**src/rtl/cpu_pkg.sv**
```systemverilog
// Shared definitions for the MIPS-subset pipeline.
// Opcodes, funct codes, ALU encodings and inter-stage bundles.
package cpu_pkg;

  localparam logic [5:0] OP_RTYPE = 6'h00;
  localparam logic [5:0] OP_ADDI  = 6'h08;
  localparam logic [5:0] OP_LW    = 6'h23;
  localparam logic [5:0] OP_SW    = 6'h2B;
  localparam logic [5:0] OP_BEQ   = 6'h04;

  localparam logic [5:0] F_ADD = 6'h20;
  localparam logic [5:0] F_SUB = 6'h22;
  localparam logic [5:0] F_AND = 6'h24;
  localparam logic [5:0] F_OR  = 6'h25;
  localparam logic [5:0] F_SLT = 6'h2A;

  typedef enum logic [3:0] {
    ALU_ADD = 4'd0,
    ALU_SUB = 4'd1,
    ALU_AND = 4'd2,
    ALU_OR  = 4'd3,
    ALU_SLT = 4'd4
  } alu_op_e;

  typedef struct packed {
    alu_op_e    alu_op;
    logic       alu_src_imm;
    logic       mem_read;
    logic       mem_write;
    logic       reg_write;
    logic       branch;
    logic       illegal;
    logic       uses_rt;
    logic       rd_is_rd;
    logic       rd_is_rt;
  } ctrl_t;

  typedef struct packed {
    logic        valid;
    logic [31:0] pc;
    logic [31:0] rs_data;
    logic [31:0] rt_data;
    logic [4:0]  rs;
    logic [4:0]  rt;
    logic [4:0]  rd;
    logic [31:0] imm;
    alu_op_e     alu_op;
    logic        alu_src_imm;
    logic        mem_read;
    logic        mem_write;
    logic        reg_write;
    logic        branch;
    logic        illegal;
  } id_ex_t;

  function automatic logic [31:0] sext16(
    input logic [15:0] v
  );
    return {{16{v[15]}}, v};
  endfunction

endpackage

```
**src/rtl/control_decoder.sv**
```systemverilog
// Combinational opcode/funct decoder.
// Produces control flags, ALU op, destination select and rt usage.
module control_decoder
  import cpu_pkg::*;
(
  input  logic [5:0] opcode,
  input  logic [5:0] funct,
  output ctrl_t      ctrl
);

  always_comb begin
    ctrl = '0;
    unique case (1'b1)
      (opcode == OP_RTYPE): begin
        ctrl.rd_is_rd  = 1'b1;
        ctrl.reg_write = 1'b1;
        ctrl.uses_rt   = 1'b1;
        unique case (1'b1)
          (funct == F_ADD): ctrl.alu_op = ALU_ADD;
          (funct == F_SUB): ctrl.alu_op = ALU_SUB;
          (funct == F_AND): ctrl.alu_op = ALU_AND;
          (funct == F_OR):  ctrl.alu_op = ALU_OR;
          (funct == F_SLT): ctrl.alu_op = ALU_SLT;
          default: begin
            ctrl         = '0;
            ctrl.illegal = 1'b1;
          end
        endcase
      end
      (opcode == OP_ADDI): begin
        ctrl.alu_src_imm = 1'b1;
        ctrl.reg_write   = 1'b1;
        ctrl.rd_is_rt    = 1'b1;
      end
      (opcode == OP_LW): begin
        ctrl.alu_src_imm = 1'b1;
        ctrl.mem_read    = 1'b1;
        ctrl.reg_write   = 1'b1;
        ctrl.rd_is_rt    = 1'b1;
      end
      (opcode == OP_SW): begin
        ctrl.alu_src_imm = 1'b1;
        ctrl.mem_write   = 1'b1;
        ctrl.uses_rt     = 1'b1;
      end
      (opcode == OP_BEQ): begin
        ctrl.alu_op  = ALU_SUB;
        ctrl.branch  = 1'b1;
        ctrl.uses_rt = 1'b1;
      end
      default: ctrl.illegal = 1'b1;
    endcase
  end

endmodule

```
**src/rtl/decode_stage.sv**
```systemverilog
// ID stage: decode, MEM forwarding, load-use stall, ID/EX register.
// Bubbles clear the whole ID/EX bundle, not just the control flags.
module decode_stage
  import cpu_pkg::*;
(
  input  logic        clk,
  input  logic        rst,
  input  logic        if_valid,
  input  logic [31:0] if_instr,
  input  logic [31:0] if_pc,
  input  logic        flush,
  output logic        if_stall,
  output logic [4:0]  rf_read_addr_0,
  output logic [4:0]  rf_read_addr_1,
  input  logic [31:0] rf_read_data_0,
  input  logic [31:0] rf_read_data_1,
  input  logic        mem_reg_write,
  input  logic [4:0]  mem_rd,
  input  logic [31:0] mem_result,
  output logic        id_ex_valid,
  output logic [31:0] id_ex_pc,
  output logic [31:0] id_ex_rs_data,
  output logic [31:0] id_ex_rt_data,
  output logic [4:0]  id_ex_rs,
  output logic [4:0]  id_ex_rt,
  output logic [4:0]  id_ex_rd,
  output logic [31:0] id_ex_imm,
  output logic [3:0]  id_ex_alu_op,
  output logic        id_ex_alu_src_imm,
  output logic        id_ex_mem_read,
  output logic        id_ex_mem_write,
  output logic        id_ex_reg_write,
  output logic        id_ex_branch,
  output logic        id_ex_illegal
);

  ctrl_t       ctrl;
  id_ex_t      q;
  id_ex_t      d;
  logic [4:0]  rs;
  logic [4:0]  rt;
  logic [4:0]  rd_sel;
  logic [31:0] rs_fwd;
  logic [31:0] rt_fwd;
  logic        hazard;

  control_decoder u_dec (
    .opcode (if_instr[31:26]),
    .funct  (if_instr[5:0]),
    .ctrl   (ctrl)
  );

  assign rs = if_instr[25:21];
  assign rt = if_instr[20:16];
  assign rf_read_addr_0 = rs;
  assign rf_read_addr_1 = rt;

  assign rd_sel = ctrl.rd_is_rd ? if_instr[15:11] :
                  ctrl.rd_is_rt ? rt : 5'd0;

  assign rs_fwd = (mem_reg_write && mem_rd != 5'd0 && mem_rd == rs)
                  ? mem_result : rf_read_data_0;
  assign rt_fwd = (mem_reg_write && mem_rd != 5'd0 && mem_rd == rt)
                  ? mem_result : rf_read_data_1;

  // Only a load in EX can't be covered by EX-stage forwarding.
  assign hazard = if_valid && q.valid && q.mem_read &&
                  q.rd != 5'd0 &&
                  (q.rd == rs || (ctrl.uses_rt && q.rd == rt));

  assign if_stall = hazard && !flush;

  always_comb begin
    d = '0;
    if (!flush && !hazard && if_valid) begin
      d.valid       = 1'b1;
      d.pc          = if_pc;
      d.rs_data     = rs_fwd;
      d.rt_data     = rt_fwd;
      d.rs          = rs;
      d.rt          = rt;
      d.rd          = rd_sel;
      d.imm         = sext16(if_instr[15:0]);
      d.alu_op      = ctrl.alu_op;
      d.alu_src_imm = ctrl.alu_src_imm;
      d.mem_read    = ctrl.mem_read;
      d.mem_write   = ctrl.mem_write;
      d.reg_write   = ctrl.reg_write && rd_sel != 5'd0;
      d.branch      = ctrl.branch;
      d.illegal     = ctrl.illegal;
    end
  end

  always_ff @(posedge clk or posedge rst) begin
    if (rst) begin
      q <= '0;
    end else begin
      q <= d;
    end
  end

  assign id_ex_valid       = q.valid;
  assign id_ex_pc          = q.pc;
  assign id_ex_rs_data     = q.rs_data;
  assign id_ex_rt_data     = q.rt_data;
  assign id_ex_rs          = q.rs;
  assign id_ex_rt          = q.rt;
  assign id_ex_rd          = q.rd;
  assign id_ex_imm         = q.imm;
  assign id_ex_alu_op      = q.alu_op;
  assign id_ex_alu_src_imm = q.alu_src_imm;
  assign id_ex_mem_read    = q.mem_read;
  assign id_ex_mem_write   = q.mem_write;
  assign id_ex_reg_write   = q.reg_write;
  assign id_ex_branch      = q.branch;
  assign id_ex_illegal     = q.illegal;

endmodule

```
**config.mk**
```make
export PLATFORM = sky130hd
export DESIGN_NAME = decode_stage
export DESIGN_NICKNAME = d
export VERILOG_FILES = /design/src/rtl/cpu_pkg.sv /design/src/rtl/control_decoder.sv /design/src/rtl/decode_stage.sv
export SDC_FILE = /design/constraint.sdc
export NUM_CORES = 1
export LEC_CHECK = 0
export ABC_AREA = 1
export CORE_MARGIN = 8
export CORE_UTILIZATION = 39
export DETAILED_ROUTE_END_ITERATION = 12
export HOLD_SLACK_MARGIN = 0.05
export PLACE_DENSITY = 0.85
export SLEW_MARGIN = 20
export SYNTH_ARGS = -nofsm -noshare
export SYNTH_HDL_FRONTEND = slang
export SYNTH_SLANG_ARGS = --single-unit
```
**constraint.sdc**
```tcl
create_clock -name clk -period 6.05 [get_ports clk]
set_input_delay 1.21 -clock clk [delete_from_list [all_inputs] [get_ports clk]]
set_output_delay 1.21 -clock clk [all_outputs]
set_load 0.01 [all_outputs]
```
==> impl_metrics.json <==
{
  "finalCoreUtilization_pct": 65.6,
  "fmax_mhz": 222,
  "synth_area_mm2": 0.00611,
  "dr.pass1.iters": 5,
  "met3_length_um": 1740,
  "ios": 335,
  "area_delta_synth_final_pct": 63.9,
  "r2r_slack_ns": 3.53,
  "wl_per_cell_um": 16.3,
  "grt_use_total_pct": 20.3,
  "hold_start": "id_ex_valid$_DFF_PP0_",
  "drc_errors": 0,
  "met1_length_um": 7470,
  "clkSlewWorstSetupHoldPaths_ns": 0.06,
  "ys_seq_area_share_pct": 56.1,
  "root_buffer": "clkbuf_16",
  "die_area_mm2": 0.0199,
  "synthDistinctLibCells": 26,
  "r2r_end": "id_ex_rt_data[31]$_DFF_PP0_",
  "core_mm2": 0.0153,
  "ant_nets": 0,
  "syn_area_per_cell_um2": 8.32,
  "dp_hpwl_um": 15600,
  "syn_inst": 734,
  "worst_pin_slew_ns": 0.913,
  "period_share_pct": 74.4,
  "hp-class": "reg -> reg",
  "std_cell_rows": 45,
  "final-setup-viol-count": 0,
  "worstPathMaxFanout": 5,
  "cp.arrival_ns": 3.29,
  "ctsLongestPathBuffers": 2,
  "finalMaxSlewViolations": 0,
  "insertion_delay_ns": 0.41,
  "routabilityCongestion": 0.927,
  "power_density_mw_per_mm2": 239,
  "rsz0062_at_grt": "no",
  "crit_path_start_kind": "primary input",
  "whs_path_depth": 5,
  "r2r_cells": 9,
  "grt_antenna_before_repair": 0,
  "required_ns": 4.84,
  "max_slew_margin_pct": 39.1,
  "numCtsBuffers": 17,
  "finalCriticalPeriod_ns": 4.50,
  "worst-setup-path-type": "in -> out",
  "routed_wl_um": 20500,
  "top_layer": "met4",
  "port-buffer-count": 333,
  "status": "complete, no violations",
  "grt_max_degree": 105,
  "vias": 5575,
  "hold_buffers": 0,
  "diodes": 0,
  "initial_core_util_pct": 40.0,
  "grt_pass1_wl_um": 31400,
  "ys_ff_latch": 137,
  "post_cts_buffers": 0,
  "setup_tns_ns": 0,
  "r2r-start": "id_ex_rd[1]$_DFF_PP0_",
  "ys_warn_count": 0,
  "die_h_um": 141,
  "drive_gt1_share_pct": 5.35,
  "maxCapViolCount": 0,
  "drt_iter0_markers": 378,
  "wl_met2_um": 10700,
  "die_x_um": 141,
  "grt.overflow.total": 0,
  "cts_tree": "yes",
  "fin_skew_ns": 0.00939,
  "cts_resized": 0,
  "endpoint_kind": "primary output",
  "hold_violations": 0,
  "hold_end": "id_ex_imm[2]$_DFF_PP0_",
  "h-tree-depth": 4,
  "nets": 1206,
  "cts.sinks": 137,
  "grt_pass1_vias": 5727,
  "p_total_uw": 2390,
  "max-vdd-ir-drop_mv": 0.179,
  "cellLeakagePower_uw": 0.00516,
  "viasPerCell": 4.43,
  "synth_nets": 904
}
[per-layer routing]
metal	global-route usage, %	vias to the layer above
li1	-	2711
met1	22.4	2549
met2	36.1	272
met3	5.57	43
met4	8.65	0
met5	0	-
[critical path, cell delays in order]
cell and delay, ns:
clkdlybuf4s50_1 0.61, inv_1 0.09, nand2_1 0.06, nand4_1 0.09, nor3_1 0.28, nand2_1 0.09, nand2_1 0.06, nand2_1 0.12
nor2_1 0.13, clkdlybuf4s50_1 0.55
[cells in the mapped netlist]
cell,count,area [um2]
nor2_2,14,87.6
nand2_4,1,11.3
clkbuf_1,6,22.5
inv_2,3,11.3
buf_2,14,70.1
buf_8,1,15.0
a21boi_0,1,7.51
conb_1,1,3.75
nor2_1,144,541
o21ai_0,65,325
dfrtp_1,137,3430
inv_1,166,623
buf_4,27,203
nor3_1,6,30.0
nand2_1,94,353
xor2_1,4,35.0
buf_6,5,56.3
nand4_1,5,31.3
o22ai_1,1,6.26
o211ai_1,1,7.51
and3_1,1,6.26
nor2_4,1,11.3
a21oi_1,4,20.0
xnor2_1,10,87.6
nand2_2,2,12.5
nand3_1,20,100
[worst max path at each step]
stage	start	endpoint	slack [ns]	depth (start not counted)
detailed placement	if_instr[19]	if_stall	1.56	10
global route	if_instr[5]	if_stall	1.38	12
CTS	if_instr[19]	if_stall	1.52	10
floorplan	rst	id_ex_alu_op[0]$_DFF_PP0_	1.17	1
global placement	if_instr[19]	if_stall	1.58	10
finish	if_instr[19]	if_stall	1.55	10
[report_power, final]
group          total [uW]  internal (uW)  leakage [uW]  switching (uW)
Combinational         360            200       0.00301             160
Sequential            960            950       0.00185            10.2
Clock                1070            685      0.000296             384
[state kept, by name, indices dropped and copies added (netlist names)]
signal             count
id_ex_valid            1
id_ex_branch           1
id_ex_mem_write        1
id_ex_mem_read         1
id_ex_rt               5
id_ex_rt_data         32
id_ex_rs               5
id_ex_illegal          1
id_ex_imm             16
id_ex_rd               5
id_ex_rs_data         32
id_ex_pc              32
id_ex_alu_op           3
id_ex_alu_src_imm      1
id_ex_reg_write        1
[placed cells by master, fill, tap and decap left out, drive strengths merged]
cell             n
nand3           20
buf              3
clkbuf          18
nand4            5
inv            169
bufinv           4
dfrtp          137
nor3             6
o22ai            1
a21boi           1
clkinv           7
o211ai           1
conb             1
and3             1
xor2             4
clkdlybuf4s50  333
nor2           159
nand2           97
o21ai           65
xnor2           10
a21oi            4
clkinvlp         1
[per-stage QoR]
| step | cell area, um2 | hold WS, ns | setup slack, ns | cells |
|---|---|---|---|---|
| 5_1_grt | 10000 | 0.885 | 1.38 | 1258 |
| 2_1_floorplan | 6110 | 0.757 | 1.17 | 734 |
| 4_1_cts | 10000 | 0.830 | 1.52 | 1258 |
| 6_report | 10000 | 0.822 | 1.55 | 1258 |
| 3_3_place_gp | 9390 | 0.825 | 1.58 | 1228 |
| 3_5_place_dp | 9390 | 0.825 | 1.56 | 1228 |
[final cells by class]
class	count	area (um2)
fill	1176	5250
sequential	137	3430
timing repair buffer	336	3370
multi-input combinational	375	1700
inverter	169	639
clock buffer	18	429
tap	211	264
clock inverter	12	178
[logic make-up (layout without fill, tap and decap cells)]
logic type | Yosys count | after routing | synth area share [%]
AO/OA/AOI/OAI | 72 | 72 | 6.00
AND/OR/NAND/NOR | 288 | 288 | 19.4
flip-flops | 137 | 137 | 56.1
XOR/XNOR | 14 | 14 | 2.01
buffers and inverters | 222 | 535 | 16.4
other | 1 | 1 | 0.0614
Note: power is estimated with default switching activity, not from simulation.
==> RTL edit (same settings) <==
Reset style: synchronous (`rst`), changed in one clocked block.
--- a/src/rtl/decode_stage.sv
+++ b/src/rtl/decode_stage.sv
@@ -91,7 +91,7 @@
     end
   end
 
-  always_ff @(posedge clk or posedge rst) begin
+  always_ff @(posedge clk) begin
     if (rst) begin
       q <= '0;
     end else begin
Formal check against the unedited RTL: differs if rst is asserted again (counterexample within 4 cycles, from zero or initial values and one cycle with rst high); with rst held inactive, the same outputs for 10 cycles.
==> RTL edit against the original RTL <==
Final area decreased by 6.8%. Via count decreased by 4.5%. Routed wire length decreased by 9.5%. Power decreased by 3.5%. Area after synthesis decreased by 10%. First-iteration DRC count decreased by 41%. Clock skew about the same. Global-route usage decreased by 0.21 points. Register-to-register slack improved by 0.25 ns. Fmax increased by 1.9%. Synthesized cell count decreased by 0.95%. Worst setup slack improved by 0.084 ns. Sequential cell count unchanged. Largest cell class is now buffers. Largest power group unchanged.
==> RTL edit: results (changes against the original RTL) <==
** Synth
- The number of synthesized flops with an enable pin came to 0 (unchanged).
- Seq/Total Area, Yosys :: 0.500 (-0.0615)
- Multiplexer area fraction after synthesis :: 0 (unchanged)
- Commonest cells in the synthesized netlist :: sky130_fd_sc_hd__inv_1 (159), sky130_fd_sc_hd__dfxtp_1 (137), sky130_fd_sc_hd__nor2_1 (123)
- Count of different cell masters after synthesis :: 31 (+19%)
- The net count of the mapped netlist is 897 (-0.77%).
- Synthesized instance count :: 727 (-0.95%)
- The complex-gate fraction of the synthesized area is 0.0684 (+0.00839).
- Asr flop ratio synth :: 0 (-1.00)
- Xor and xnor fraction of the mapped netlist area :: 0.0208 (+0.000675)
- For this run, the leading register cell type out of synthesis is sky130_fd_sc_hd__dfxtp_1.
- Ranked by total cell area, the synthesized netlist is headed by sky130_fd_sc_hd__dfxtp_1 (50%), sky130_fd_sc_hd__inv_1 (11%), sky130_fd_sc_hd__nor2_1 (8.4%), sky130_fd_sc_hd__nand2_1 (6.5%), sky130_fd_sc_hd__o21ai_0 (4.2%).

** Power and ir drop
- Largest vdd supply drop :: 166 uV (-7.6%)
- Standby leakage power :: 0.00438 uW (-15%)

** Drt
- The detailed route wirelength on metal3 is 2.47 mm (+42%).
- Number of optimization iterations in the first detailed-route pass :: 5 (unchanged)
- Routed length on met1 :: 6.11 mm (-18%)
- Routed Wire Length :: 18.6 mm (-9.5%)
- Via density per instance :: 4.36 (-1.6%)
- The first-iteration detailed-routing DRC count is 223 (-41%).
- Met2 layer wire length in the routed design :: 9.55 mm (-11%)

** Place
- Placer congestion estimate :: 0.877 (-5.3%)
- The placed wire-length estimate after detailed placement was 15.0 mm (-3.5%).

** Global routing
- Number of global-route vias before repair :: 5,318 (-7.1%)
- The global-route track usage on met2 was 0.361 (about the same).
- The total global-route track usage is 0.201 (-0.00205).
- The wire length of the first global-routing pass came to 28.1 mm (-10%).
- The pin count of the biggest net entering global routing is 85 (-19%).
- The met3 usage in global routing is 0.102 (+0.0464).
- The global-route track usage on met1 came to 0.189 (-0.0351).

** Setup path
- Largest fanout on the critical path :: 6 (+1)
- The critical path's largest stage delay came to 0.55 ns (-0.06 ns).
- Kind of cell adding the most delay to the critical path :: simple AND/OR/NAND/NOR gates

** Timing
- Final setup skew :: 0.00896 ns (-0.000426 ns)
- Max transition margin :: 0.578 (+0.187)

** Outcome
- Status :: finished, final reports clean

** Final layout
- Layout cells sized above 1 :: 0.0797 (+0.0262)
- Number of standard cells in the final layout excluding fillers :: 1,221 (-2.9%)

** Clock tree
- The number of buffers inserted during clock tree synthesis came to 17 (unchanged).
- H-Tree Level Count :: 4 (unchanged)
==> RTL edit: through the flow <==
stage | hold slack [ns] | area, um2 | setup slack, ns
after global routing | 0.809 | 9320 | 1.47
final | 0.750 | 9320 | 1.63
after detailed placement | 0.732 | 8690 | 1.63
after floorplan | 0.688 | 5490 | 2.75
after global placement | 0.704 | 8690 | 1.71
after CTS | 0.753 | 9320 | 1.61
==> RTL edit: worst paths after layout <==
kind	from	end	slack, ns	cells past startpoint
worst max-delay path	if_instr[26]	if_stall	1.63	10
worst min-delay path	id_ex_valid	id_ex_alu_op[0]	0.75	5
worst max register to register	id_ex_rd[1]	id_ex_pc[8]	3.78	9
worst min register to register	id_ex_valid	id_ex_alu_op[0]	0.75	5
==> RTL edit: power breakdown <==
group | switching (uW) | internal, uW
Sequential | 6.85 | 925
Combinational | 119 | 176
Clock | 405 | 672
==> RTL edit: layout make-up <==
cell class | instances | area, um2
clock inverters | 13 | 181
inverters | 166 | 623
clock buffers | 19 | 443
repair buffers | 335 | 3360
flip-flops and latches | 137 | 2740
fillers | 1075 | 4500
well taps | 180 | 225
multi-input cells | 371 | 1750
==> RTL edit: kinds of logic after synthesis <==
kind of cell | count (synthesis)
compound gates | 73
xor+xnor | 13
flops | 137
buf+inv | 219
other cells | 1
simple gates | 284
==> RTL edit: worst min-delay path, cell delays in order (launching register included) <==
cell	delay, ns
sky130_fd_sc_hd__dfxtp_1	0.33
sky130_fd_sc_hd__nand4_1	0.09
sky130_fd_sc_hd__inv_1	0.06
sky130_fd_sc_hd__nand2_4	0.11
sky130_fd_sc_hd__nand3_1	0.07
sky130_fd_sc_hd__nand2_1	0.06
